## config.mk

```make
export PLATFORM = sky130hd
export DESIGN_NAME = comm_host_flat
export DESIGN_NICKNAME = d
export VERILOG_FILES = /design/src/rtl/comm_pkg.sv /design/src/rtl/comm_host_if.sv /design/src/rtl/comm_timeout.sv /design/src/rtl/comm_host.sv /design/src/flat_wrapper.sv
export SDC_FILE = /design/constraint.sdc
export NUM_CORES = 1
export LEC_CHECK = 0
export BUFFER_PORTS_ARGS = -buffer_cell sky130_fd_sc_hd__clkbuf_2
export CAP_MARGIN = 5
export CORE_UTILIZATION = 25
export DETAILED_ROUTE_END_ITERATION = 8
export HOLD_SLACK_MARGIN = 0.12
export SYNTH_ARGS = -nofsm -noshare
export SYNTH_HDL_FRONTEND = slang
export SYNTH_SLANG_ARGS = --single-unit
export TNS_END_PERCENT = 20
```

## constraint.sdc

```tcl
create_clock -name clk -period 2 [get_ports clk]
set_input_delay 0 -clock clk [delete_from_list [all_inputs] [get_ports clk]]
set_output_delay 0 -clock clk [all_outputs]
set_load 0.05 [all_outputs]
```

## src/rtl/comm_pkg.sv

```systemverilog
// Shared command codes, byte counts and state encodings for the console-mux link.
package comm_pkg;

  typedef logic [1:0] comm_cmd_t;

  localparam comm_cmd_t COMM_INVALID           = 2'd0;
  localparam comm_cmd_t COMM_READ_ENABLE_MASK  = 2'd1;
  localparam comm_cmd_t COMM_READ_PIN_MAP      = 2'd2;
  localparam comm_cmd_t COMM_WRITE_ENABLE_MASK = 2'd3;

  localparam int unsigned IDX_W = 3;

  localparam logic [2:0] ST_IDLE       = 3'd0;
  localparam logic [2:0] ST_TX_LOAD    = 3'd1;
  localparam logic [2:0] ST_TX_WAIT_LO = 3'd2;
  localparam logic [2:0] ST_TX_WAIT_HI = 3'd3;
  localparam logic [2:0] ST_RX_WAIT    = 3'd4;
  localparam logic [2:0] ST_DONE       = 3'd5;

  // Payload bytes following the command byte.
  function automatic logic [IDX_W-1:0] payload_bytes(input comm_cmd_t cmd);
    payload_bytes = (cmd == COMM_WRITE_ENABLE_MASK) ? 3'd2 : 3'd0;
  endfunction

  // Response bytes expected back from the responder.
  function automatic logic [IDX_W-1:0] response_bytes(input comm_cmd_t cmd);
    case (cmd)
      COMM_READ_ENABLE_MASK: response_bytes = 3'd2;
      COMM_READ_PIN_MAP:     response_bytes = 3'd4;
      default:               response_bytes = 3'd0;
    endcase
  endfunction

endpackage

```

## src/rtl/comm_host_if.sv

```systemverilog
// Request/response and uart byte-level signals between comm_host and its neighbours.
interface comm_host_if;
  logic        req_valid;
  logic        req_ready;
  logic [1:0]  req_cmd;
  logic [15:0] req_wdata;
  logic        rsp_valid;
  logic [31:0] rsp_data;
  logic        rsp_err;
  logic [7:0]  tx_data;
  logic        tx_start;
  logic        tx_done;
  logic        rx_ready;
  logic [7:0]  rx_data;

  modport master (
    input  req_valid, req_cmd, req_wdata, tx_done, rx_ready, rx_data,
    output req_ready, rsp_valid, rsp_data, rsp_err, tx_data, tx_start
  );

  modport slave (
    output req_valid, req_cmd, req_wdata, tx_done, rx_ready, rx_data,
    input  req_ready, rsp_valid, rsp_data, rsp_err, tx_data, tx_start
  );
endinterface

```

## src/rtl/comm_timeout.sv

```systemverilog
// Clearable, enabled cycle counter that flags when it reaches TIMEOUT_CYCLES.
module comm_timeout #(
  parameter  int unsigned TIMEOUT_CYCLES = 4096,
  localparam int unsigned TO_W           = $clog2(TIMEOUT_CYCLES + 1)
) (
  input  logic clk,
  input  logic rst,
  input  logic clr,
  input  logic en,
  output logic tc_c
);

  logic [TO_W-1:0] cnt;

  assign tc_c = (cnt == TO_W'(TIMEOUT_CYCLES));

  // Count enabled cycles, holding at terminal count until cleared.
  always_ff @(posedge clk or posedge rst) begin
    if (rst) begin
      cnt <= '0;
    end else if (clr) begin
      cnt <= '0;
    end else if (en && !tc_c) begin
      cnt <= cnt + TO_W'(1);
    end
  end

endmodule

```

## src/rtl/comm_host.sv

```systemverilog
// Host-side initiator: sends a command (plus write payload) and gathers read responses.
module comm_host #(
  parameter int unsigned TIMEOUT_CYCLES = 4096
) (
  input logic         clk,
  input logic         rst,
  comm_host_if.master bus
);
  import comm_pkg::*;

  logic [2:0]       state, state_nxt;
  comm_cmd_t        cmd_q, cmd_nxt;
  logic [15:0]      wdata_q, wdata_nxt;
  logic [IDX_W-1:0] idx, idx_nxt;
  logic             rx_prev;
  logic             rx_edge_c;
  logic             req_ready, rsp_valid, rsp_err, tx_start;
  logic [31:0]      rsp_data, rsp_data_nxt;
  logic             rsp_err_nxt, tx_start_nxt;
  logic [7:0]       tx_data, tx_data_nxt, tx_byte_c;
  logic             to_clr_c, to_en_c, to_tc_c;

  assign rx_edge_c     = bus.rx_ready & ~rx_prev;
  assign bus.req_ready = req_ready;
  assign bus.rsp_valid = rsp_valid;
  assign bus.rsp_data  = rsp_data;
  assign bus.rsp_err   = rsp_err;
  assign bus.tx_data   = tx_data;
  assign bus.tx_start  = tx_start;

  comm_timeout #(.TIMEOUT_CYCLES(TIMEOUT_CYCLES)) u_timeout (
    .clk  (clk),
    .rst  (rst),
    .clr  (to_clr_c),
    .en   (to_en_c),
    .tc_c (to_tc_c)
  );

  // Byte to launch next: command first, then payload LSB first.
  always_comb begin
    case (idx)
      3'd0:    tx_byte_c = {6'b0, cmd_q};
      3'd1:    tx_byte_c = wdata_q[7:0];
      default: tx_byte_c = wdata_q[15:8];
    endcase
  end

  // Next-state and next-output logic; progress always wins over timeout.
  always_comb begin
    state_nxt    = state;
    cmd_nxt      = cmd_q;
    wdata_nxt    = wdata_q;
    idx_nxt      = idx;
    rsp_data_nxt = rsp_data;
    rsp_err_nxt  = 1'b0;
    tx_data_nxt  = tx_data;
    tx_start_nxt = 1'b0;
    to_en_c      = 1'b0;
    case (state)
      ST_IDLE: begin
        if (bus.req_valid && req_ready) begin
          cmd_nxt      = bus.req_cmd;
          wdata_nxt    = bus.req_wdata;
          idx_nxt      = '0;
          rsp_data_nxt = '0;
          if (bus.req_cmd == COMM_INVALID) begin
            state_nxt   = ST_DONE;
            rsp_err_nxt = 1'b1;
          end else begin
            state_nxt = ST_TX_LOAD;
          end
        end
      end
      ST_TX_LOAD: begin
        to_en_c = 1'b1;
        if (bus.tx_done) begin
          tx_data_nxt  = tx_byte_c;
          tx_start_nxt = 1'b1;
          state_nxt    = ST_TX_WAIT_LO;
        end else if (to_tc_c) begin
          state_nxt   = ST_DONE;
          rsp_err_nxt = 1'b1;
        end
      end
      ST_TX_WAIT_LO: begin
        to_en_c = 1'b1;
        if (!bus.tx_done) begin
          state_nxt = ST_TX_WAIT_HI;
        end else if (to_tc_c) begin
          state_nxt   = ST_DONE;
          rsp_err_nxt = 1'b1;
        end
      end
      ST_TX_WAIT_HI: begin
        to_en_c = 1'b1;
        if (bus.tx_done) begin
          if (idx < payload_bytes(cmd_q)) begin
            idx_nxt   = idx + 3'd1;
            state_nxt = ST_TX_LOAD;
          end else if (response_bytes(cmd_q) != 3'd0) begin
            idx_nxt   = '0;
            state_nxt = ST_RX_WAIT;
          end else begin
            state_nxt = ST_DONE;
          end
        end else if (to_tc_c) begin
          state_nxt   = ST_DONE;
          rsp_err_nxt = 1'b1;
        end
      end
      ST_RX_WAIT: begin
        to_en_c = 1'b1;
        if (rx_edge_c) begin
          rsp_data_nxt[{idx[1:0], 3'b000} +: 8] = bus.rx_data;
          idx_nxt = idx + 3'd1;
          if ((idx + 3'd1) == response_bytes(cmd_q)) begin
            state_nxt = ST_DONE;
          end
        end else if (to_tc_c) begin
          state_nxt    = ST_DONE;
          rsp_err_nxt  = 1'b1;
          rsp_data_nxt = '0;
        end
      end
      ST_DONE: begin
        state_nxt = ST_IDLE;
      end
      default: begin
        state_nxt = ST_IDLE;
      end
    endcase
    to_clr_c = (state_nxt != state) || rx_edge_c;
  end

  // State, captured request and registered outputs.
  always_ff @(posedge clk or posedge rst) begin
    if (rst) begin
      state     <= ST_IDLE;
      cmd_q     <= COMM_INVALID;
      wdata_q   <= '0;
      idx       <= '0;
      rx_prev   <= 1'b0;
      req_ready <= 1'b1;
      rsp_valid <= 1'b0;
      rsp_err   <= 1'b0;
      rsp_data  <= '0;
      tx_data   <= 8'hFF;
      tx_start  <= 1'b0;
    end else begin
      state     <= state_nxt;
      cmd_q     <= cmd_nxt;
      wdata_q   <= wdata_nxt;
      idx       <= idx_nxt;
      rx_prev   <= bus.rx_ready;
      req_ready <= (state_nxt == ST_IDLE);
      rsp_valid <= (state_nxt == ST_DONE);
      rsp_err   <= rsp_err_nxt;
      rsp_data  <= rsp_data_nxt;
      tx_data   <= tx_data_nxt;
      tx_start  <= tx_start_nxt;
    end
  end

endmodule

```

## src/flat_wrapper.sv

```systemverilog
// flat-port wrapper written by rule: the top's interface ports become plain ports
module comm_host_flat import comm_pkg::*;
#(
  parameter int unsigned TIMEOUT_CYCLES = 4096
)
  (clk, rst, bus_req_valid, bus_req_cmd, bus_req_wdata, bus_tx_done, bus_rx_ready, bus_rx_data, bus_req_ready, bus_rsp_valid, bus_rsp_data, bus_rsp_err, bus_tx_data, bus_tx_start);
  comm_host_if bus_i ();
  input logic clk;
  input logic rst;
  input wire logic [$bits(bus_i.req_valid)-1:0] bus_req_valid;
  input wire logic [$bits(bus_i.req_cmd)-1:0] bus_req_cmd;
  input wire logic [$bits(bus_i.req_wdata)-1:0] bus_req_wdata;
  input wire logic [$bits(bus_i.tx_done)-1:0] bus_tx_done;
  input wire logic [$bits(bus_i.rx_ready)-1:0] bus_rx_ready;
  input wire logic [$bits(bus_i.rx_data)-1:0] bus_rx_data;
  output wire logic [$bits(bus_i.req_ready)-1:0] bus_req_ready;
  output wire logic [$bits(bus_i.rsp_valid)-1:0] bus_rsp_valid;
  output wire logic [$bits(bus_i.rsp_data)-1:0] bus_rsp_data;
  output wire logic [$bits(bus_i.rsp_err)-1:0] bus_rsp_err;
  output wire logic [$bits(bus_i.tx_data)-1:0] bus_tx_data;
  output wire logic [$bits(bus_i.tx_start)-1:0] bus_tx_start;
  assign bus_i.req_valid = bus_req_valid;
  assign bus_i.req_cmd = bus_req_cmd;
  assign bus_i.req_wdata = bus_req_wdata;
  assign bus_i.tx_done = bus_tx_done;
  assign bus_i.rx_ready = bus_rx_ready;
  assign bus_i.rx_data = bus_rx_data;
  assign bus_req_ready = bus_i.req_ready;
  assign bus_rsp_valid = bus_i.rsp_valid;
  assign bus_rsp_data = bus_i.rsp_data;
  assign bus_rsp_err = bus_i.rsp_err;
  assign bus_tx_data = bus_i.tx_data;
  assign bus_tx_start = bus_i.tx_start;
  comm_host #(.TIMEOUT_CYCLES(TIMEOUT_CYCLES)) u_core (.clk(clk), .rst(rst), .bus(bus_i));
endmodule
```

==> results.cfg, run 1 <==
[floorplanning]
io_pins = 75
die_area_um2 = 16400
core_region_area_um2 = 15400
start_util_pct = 25.8
die_h_um = 128
die_w_um = 128
core.rowCount = 45

[setup_path]
cp.required_ns = 2.25
regToRegEndpoint = u_core.u_timeout.cnt[7]
critical_r2r_launch = u_core.cmd_q[1]
cp_max_fo = 4
critPathSlowestCell = a2111o_1
timing.reg2reg.worst_path_depth = 7
worst_path_cell_trace = ha_4 > or3b_4 > nand3b_1 > a22o_4 > a2111o_1 > buf_6 > a211oi_2
regToRegSetupSlack_ns = -0.13
slowest_delay_ns = 0.46
crit_path_end_kind = flip-flop
startpoint_type = flip-flop
setup.worst_path.class = reg -> reg
worst-endpoint-arrival_ns = 2.38

[global_routing]
fraction_of_met3_tracks_used_by_global_routing_pct = 3.46
globalRoute.totalOverflow = 0
grtUsageTotal_pct = 13.0
grt_antenna_before_repair = 0
global_route.usage.met2_pct = 21.5
grt_util_met1_pct = 17.2
globalRoute.busiestLayer = met2
grt_pass1_wl_um = 17100
grt_max_degree = 83
grt_pass1_vias = 3430

[clocking]
htreeDepth = 3
cts_num_sinks = 82
clkLatencyLatePin_ns = 0.33
clock_path_buffers = 2
clkSlewWorstSetupHoldPaths_ns = 0.06
cts_root_buf = clkbuf_16
tritoncts = done
numCtsBuffers = 9

[logic_synthesis]
synth-main-ff-cell = dfrtp_1
async_reset_ff_share_pct = 100
yosysWarnings = 0
synth_seq_cells = 82
seq_area_frac_synth_pct = 52.0
synth_cells = 344
post_synth_instance_area_um2 = 3970
synth.net_count = 385
synth.avg_cell_area_um2 = 11.5
synth_edf_count = 0
yosys.cell_types.count = 50

[drt]
drt_iter0_markers = 193
final_antenna_net_count = 0
wire_per_inst_um = 14.4
detailed_route_vias_per_instance = 4.74
detailed_route_wire_length_um = 10200
drt_pass1_iterations = 4
drt_drc_violations_left = 0
via_count = 3372

[place]
port_buffers = 74
detailed_place_hpwl_um = 7360
finalWeightedCongestion = 0.837

[cells_and_area]
finish.utilization_pct = 37.1
nNetsFinal = 537
mostFrequentLayoutCells = clkbuf_2, dfrtp_1, buf_4
layout-drive-gt1-share_pct = 41.1
area_delta_synth_final_pct = 43.8
final_common_cell = clkbuf_2
fillers = 1526
insertedDiodeCount = 0

[timing]
fmaxAchievable_mhz = 470
hold_ws_ns = 0.165
final_max_slew_viol_count = 0
final_min_period_over_clock_period_pct = 106
clock_skew_ns = 0.00940
timing.final.ws_setup_ns = -0.130
period_minus_slack_ns = 2.13
timing.final.hold_violations = 0
rsz_0062_raised_after_global_routing = yes
slew_headroom_pct = 60.2
tightestPinTransition_ns = 0.594
fin_tns_setup_ns = -1.28
finalSetupViolations = 13

[min_path]
min-delay-start = bus_tx_done
holdPathEnd = u_core.state[1]
hold_path_depth = 3
hold_path.class = in -> reg

[status]
failed_checks = setup timing
outcome = finished, violations left

[run]
maxCapViolations = 0

[power]
powerDensity_nw_per_um2 = 1290
fin_total_pwr_mw = 7.36
cellLeakagePower_nw = 2.46
power.ir.vdd_worst_uv = 728
==> stage by stage <==
step,worst slack [ns],instances,cell area (um^2)
2_1_floorplan,-0.0982,344,3990
3_3_place_gp,-0.105,666,4960
3_5_place_dp,-0.139,666,4960
4_1_cts,-0.140,711,5580
5_1_grt,-0.200,712,5700
6_report,-0.130,712,5700
==> synth_stat cells, types with 3 or more instances <==
| cell | instances | share of area [%] |
|---|---|---|
| dfstp_2 | 9 | 6.0 |
| o21ai_2 | 4 | 0.88 |
| nand2_1 | 18 | 1.7 |
| a211oi_2 | 10 | 3.2 |
| o21ai_0 | 10 | 1.3 |
| ha_1 | 10 | 3.2 |
| a22oi_1 | 8 | 1.5 |
| inv_1 | 15 | 1.4 |
| nand3_1 | 6 | 0.76 |
| nor3_1 | 14 | 1.8 |
| nand2b_1 | 6 | 0.95 |
| clkbuf_1 | 7 | 0.66 |
| a21oi_1 | 19 | 2.4 |
| and3_1 | 3 | 0.47 |
| nor2b_1 | 3 | 0.47 |
| a22o_1 | 6 | 1.3 |
| a211oi_1 | 3 | 0.57 |
| dfrtp_1 | 73 | 46 |
| a32o_1 | 26 | 6.6 |
| nor3b_1 | 3 | 0.57 |
| nor2_1 | 16 | 1.5 |
| xnor2_1 | 15 | 3.3 |
| nand3b_1 | 3 | 0.57 |
| buf_2 | 3 | 0.38 |
| or3_1 | 3 | 0.47 |
| mux2_2 | 17 | 4.8 |
| nor4b_1 | 5 | 1.1 |
==> area by class of cell <==
type,instances,area (um^2),area share (%)
Clock buffer,11,233,4.08
Clock inverter,5,62.6,1.10
Tap cell,211,264,4.63
Multi-Input combinational cell,233,1940,34.0
Timing Repair Buffer,155,1080,19.0
Inverter,15,60.1,1.05
Sequential cell,82,2070,36.2
==> critical path: cells and delay by family, from the launching register on <==
kind,cells,cell delay (ns)
buffers and inverters,1,0.18
AND/OR/NAND/NOR,2,0.32
flip-flops,1,0.45
adder cells (fa/ha/maj),1,0.17
AO/OA/AOI/OAI,3,0.93
==> routing by layer <==
layer	vias up	share of wire (%)
met2	83	48
met4	0	0.87
met5	-	0
met1	1686	47
li1	1593	-
met3	10	4.8
==> state kept, by name (all words and copies together) (netlist names) <==
| name | flops |
|---|---|
| u_core.bus.rsp_data | 32 |
| u_core.wdata_q | 16 |
| u_core.u_timeout.cnt | 13 |
| u_core.bus.tx_data | 8 |
| u_core.idx | 3 |
| u_core.state | 3 |
| u_core.cmd_q | 2 |
| u_core.bus.req_ready | 1 |
| u_core.bus.rsp_err | 1 |
| u_core.bus.rsp_valid | 1 |
| u_core.bus.tx_start | 1 |
| u_core.rx_prev | 1 |
==> logic make-up after synthesis <==
kind of cell | Yosys count | share of synthesized area (%)
xor gates and xnor gates | 15 | 3.31
and+or+nand+nor | 91 | 12.4
AOI/OAI and AO/OA | 100 | 20.8
DFF | 82 | 52.0
muxes | 17 | 4.82
adders and majority gates | 10 | 3.15
buffers and inverters | 29 | 3.47
==> repair_timing <==
item,4_1_cts,5_1_grt
hold endpoints to repair,124,0
buffers inserted,1,1
pin swaps,11,2
gates cloned,0,0
gates resized for setup,9,21
hold buffers,28,0
setup endpoints to repair,22,49
==> how the worst max path moves through the flow <==
stage | start | to | slack [ns] | cells after the start
floorplan | u_core.u_timeout.cnt[0] | u_core.u_timeout.cnt[0] | -0.1 | 9
global placement | u_core.cmd_q[0] | u_core.u_timeout.cnt[0] | -0.10 | 7
detailed placement | u_core.u_timeout.cnt[1] | u_core.u_timeout.cnt[8] | -0.14 | 8
CTS | u_core.cmd_q[1] | u_core.u_timeout.cnt[10] | -0.14 | 7
global route | u_core.cmd_q[1] | u_core.u_timeout.cnt[6] | -0.20 | 7
finish | u_core.cmd_q[1] | u_core.u_timeout.cnt[7] | -0.13 | 7
==> power breakdown <==
part           switching [mW]  internal [mW]
combinational            1.94           1.37
clock                   0.655          0.974
sequential              0.294           2.12
Power figures use the tool's default switching activity.
==> run 2: changes to the inputs <==
--- a/config.mk
+++ b/config.mk
@@ -10,6 +10,7 @@
 export CORE_UTILIZATION = 25
 export DETAILED_ROUTE_END_ITERATION = 8
 export HOLD_SLACK_MARGIN = 0.12
+export SKIP_LAST_GASP = 1
 export SYNTH_ARGS = -nofsm -noshare
 export SYNTH_HDL_FRONTEND = slang
 export SYNTH_SLANG_ARGS = --single-unit
==> run 2 against run 1 <==
Against the previous run:
- the run still ends with setup timing left
- critical endpoint unchanged
- maximum frequency increased by 0.27%
- largest cell class unchanged
- critical path depth unchanged
- clock power about the same
==> results.cfg, run 2 (synthesized netlist as in run 1, its figures left out) <==
[status]
outcome = finished, violations left
failed_checks = setup timing

[drt]
wire_per_inst_um = 14.2
detailed_route_vias_per_instance = 4.72
via_count = 3360
drt_drc_violations_left = 0
drt_iter0_markers = 165
final_antenna_net_count = 0
detailed_route_wire_length_um = 10100
drt_pass1_iterations = 6

[clocking]
clkSlewWorstSetupHoldPaths_ns = 0.06
htreeDepth = 3
clkLatencyLatePin_ns = 0.33
numCtsBuffers = 9
tritoncts = done
cts_num_sinks = 82
clock_path_buffers = 2
cts_root_buf = clkbuf_16

[place]
placedCellCount = 666
port_buffers = 74
finalWeightedCongestion = 0.837
detailed_place_hpwl_um = 7360

[setup_path]
setup.worst_path.class = reg -> reg
startpoint_type = flip-flop
cp.required_ns = 2.25
timing.reg2reg.worst_path_depth = 7
regToRegSetupSlack_ns = -0.12
cp_max_fo = 4
worst-endpoint-arrival_ns = 2.37
worst_path_cell_trace = ha_4 > or3b_4 > nand3b_1 > a22o_4 > a2111o_1 > buf_6 > a211oi_2
slowest_delay_ns = 0.45
crit_path_end_kind = flip-flop
critPathSlowestCell = dfrtp_2

[timing]
final_max_slew_viol_count = 0
slew_headroom_pct = 55.7
rsz_0062_raised_after_global_routing = yes
tightestPinTransition_ns = 0.660
fmaxAchievable_mhz = 471
timing.final.ws_setup_ns = -0.124
timing.final.hold_violations = 0
clock_skew_ns = 0.00871
final_min_period_over_clock_period_pct = 106
period_minus_slack_ns = 2.12
finalSetupViolations = 15

[cells_and_area]
layout-drive-gt1-share_pct = 40.3
fin_cells = 712
fillers = 1530
nNetsFinal = 537
final_common_cell = clkbuf_2
largest_register_ff_count = 32
top_register = u_core.bus.rsp_data
reg_top3 = u_core.bus.rsp_data x32, u_core.wdata_q x16, u_core.u_timeout.cnt x13
insertedDiodeCount = 0
area_delta_synth_final_pct = 42.5
mostFrequentLayoutCells = clkbuf_2, dfrtp_1, buf_4

[global_routing]
grt_pass1_wl_um = 17000
grt_pass1_vias = 3418
grtUsageTotal_pct = 13.0
globalRoute.totalOverflow = 0
grt_antenna_before_repair = 0
grt_max_degree = 83

[power]
powerDensity_nw_per_um2 = 1290
fin_total_pwr_mw = 7.30
power.ir.vdd_worst_uv = 720
cellLeakagePower_nw = 2.46

[run]
maxCapViolations = 0

[floorplanning]
io_pins = 75
die_area_um2 = 16400
core.rowCount = 45
die_w_um = 128
start_util_pct = 25.8
die_h_um = 128
core_region_area_um2 = 15400

[min_path]
hold_path.class = in -> reg
hold_path_depth = 3
-- run 2: cell counts in the layout (fill, tap and decap cells not counted) --
No cell type changed its count.
-- run 2: power breakdown --
| part | total (mW) | switching, mW | leakage, nW | internal (mW) |
|---|---|---|---|---|
| registers | 2.41 | 0.289 | 1.07 | 2.12 |
| clock network | 1.63 | 0.655 | 0.136 | 0.974 |
| logic | 3.27 | 1.91 | 1.25 | 1.35 |
-- run 2: repair_timing --
action                                  4_1_cts  5_1_grt
endpoints found under the hold margin       124        0
pin swaps                                    10        3
hold buffers                                 28        0
setup buffers                                 1        1
resized for setup                             7       13
endpoints found under the setup margin       22       48
-- run 2: path summary, 6_finish.rpt --
check	startpoint	end
worst max-delay path	u_core.cmd_q[1]	u_core.u_timeout.cnt[7]
worst min-delay path	bus_tx_done	u_core.state[1]
worst max register to register	u_core.cmd_q[1]	u_core.u_timeout.cnt[7]
worst min register to register	u_core.bus.rsp_data[22]	u_core.bus.rsp_data[22]
max in group asynchronous	rst	u_core.bus.tx_data[7]
min in group asynchronous	rst	u_core.bus.rsp_data[13]
-- run 2: final cells by class --
class	instances	area, um^2	area share, %
Clock buffer	11	233	4.12
Inverter	15	60.1	1.06
Clock inverter	5	62.6	1.11
Multi-Input combinational cell	233	1890	33.4
Tap cell	211	264	4.67
Sequential cell	82	2060	36.5
Timing Repair Buffer	155	1080	19.1
-- run 2: worst max-delay path: cells and delay by family (launching register included) --
family,cells,cell delay [ns]
AOI/OAI and AO/OA,3,0.92
adders and majority gates,1,0.17
buffers and inverters,1,0.17
DFF,1,0.45
and+or+nand+nor,2,0.32
-- run 2: per-stage QoR --
step	instance area (um^2)	util (%)	hold slack (ns)	TNS, ns	setup WS, ns
2_1_floorplan	3990	-	0.0314	-1.14	-0.0982
3_3_place_gp	4960	32.3	0.138	-1.04	-0.105
3_5_place_dp	4960	32.3	0.143	-2.07	-0.139
4_1_cts	5570	36.2	0.153	-2.43	-0.140
5_1_grt	5660	36.8	0.196	-3.84	-0.201
6_report	5660	36.8	0.177	-1.33	-0.124
-- run 2: routing by layer --
metal	vias up	track usage [%]	share of wire, %
met5	-	0	0
met2	87	21.4	48
li1	1600	-	-
met1	1663	17.2	46
met4	0	2.63	0.88
met3	10	3.46	4.5
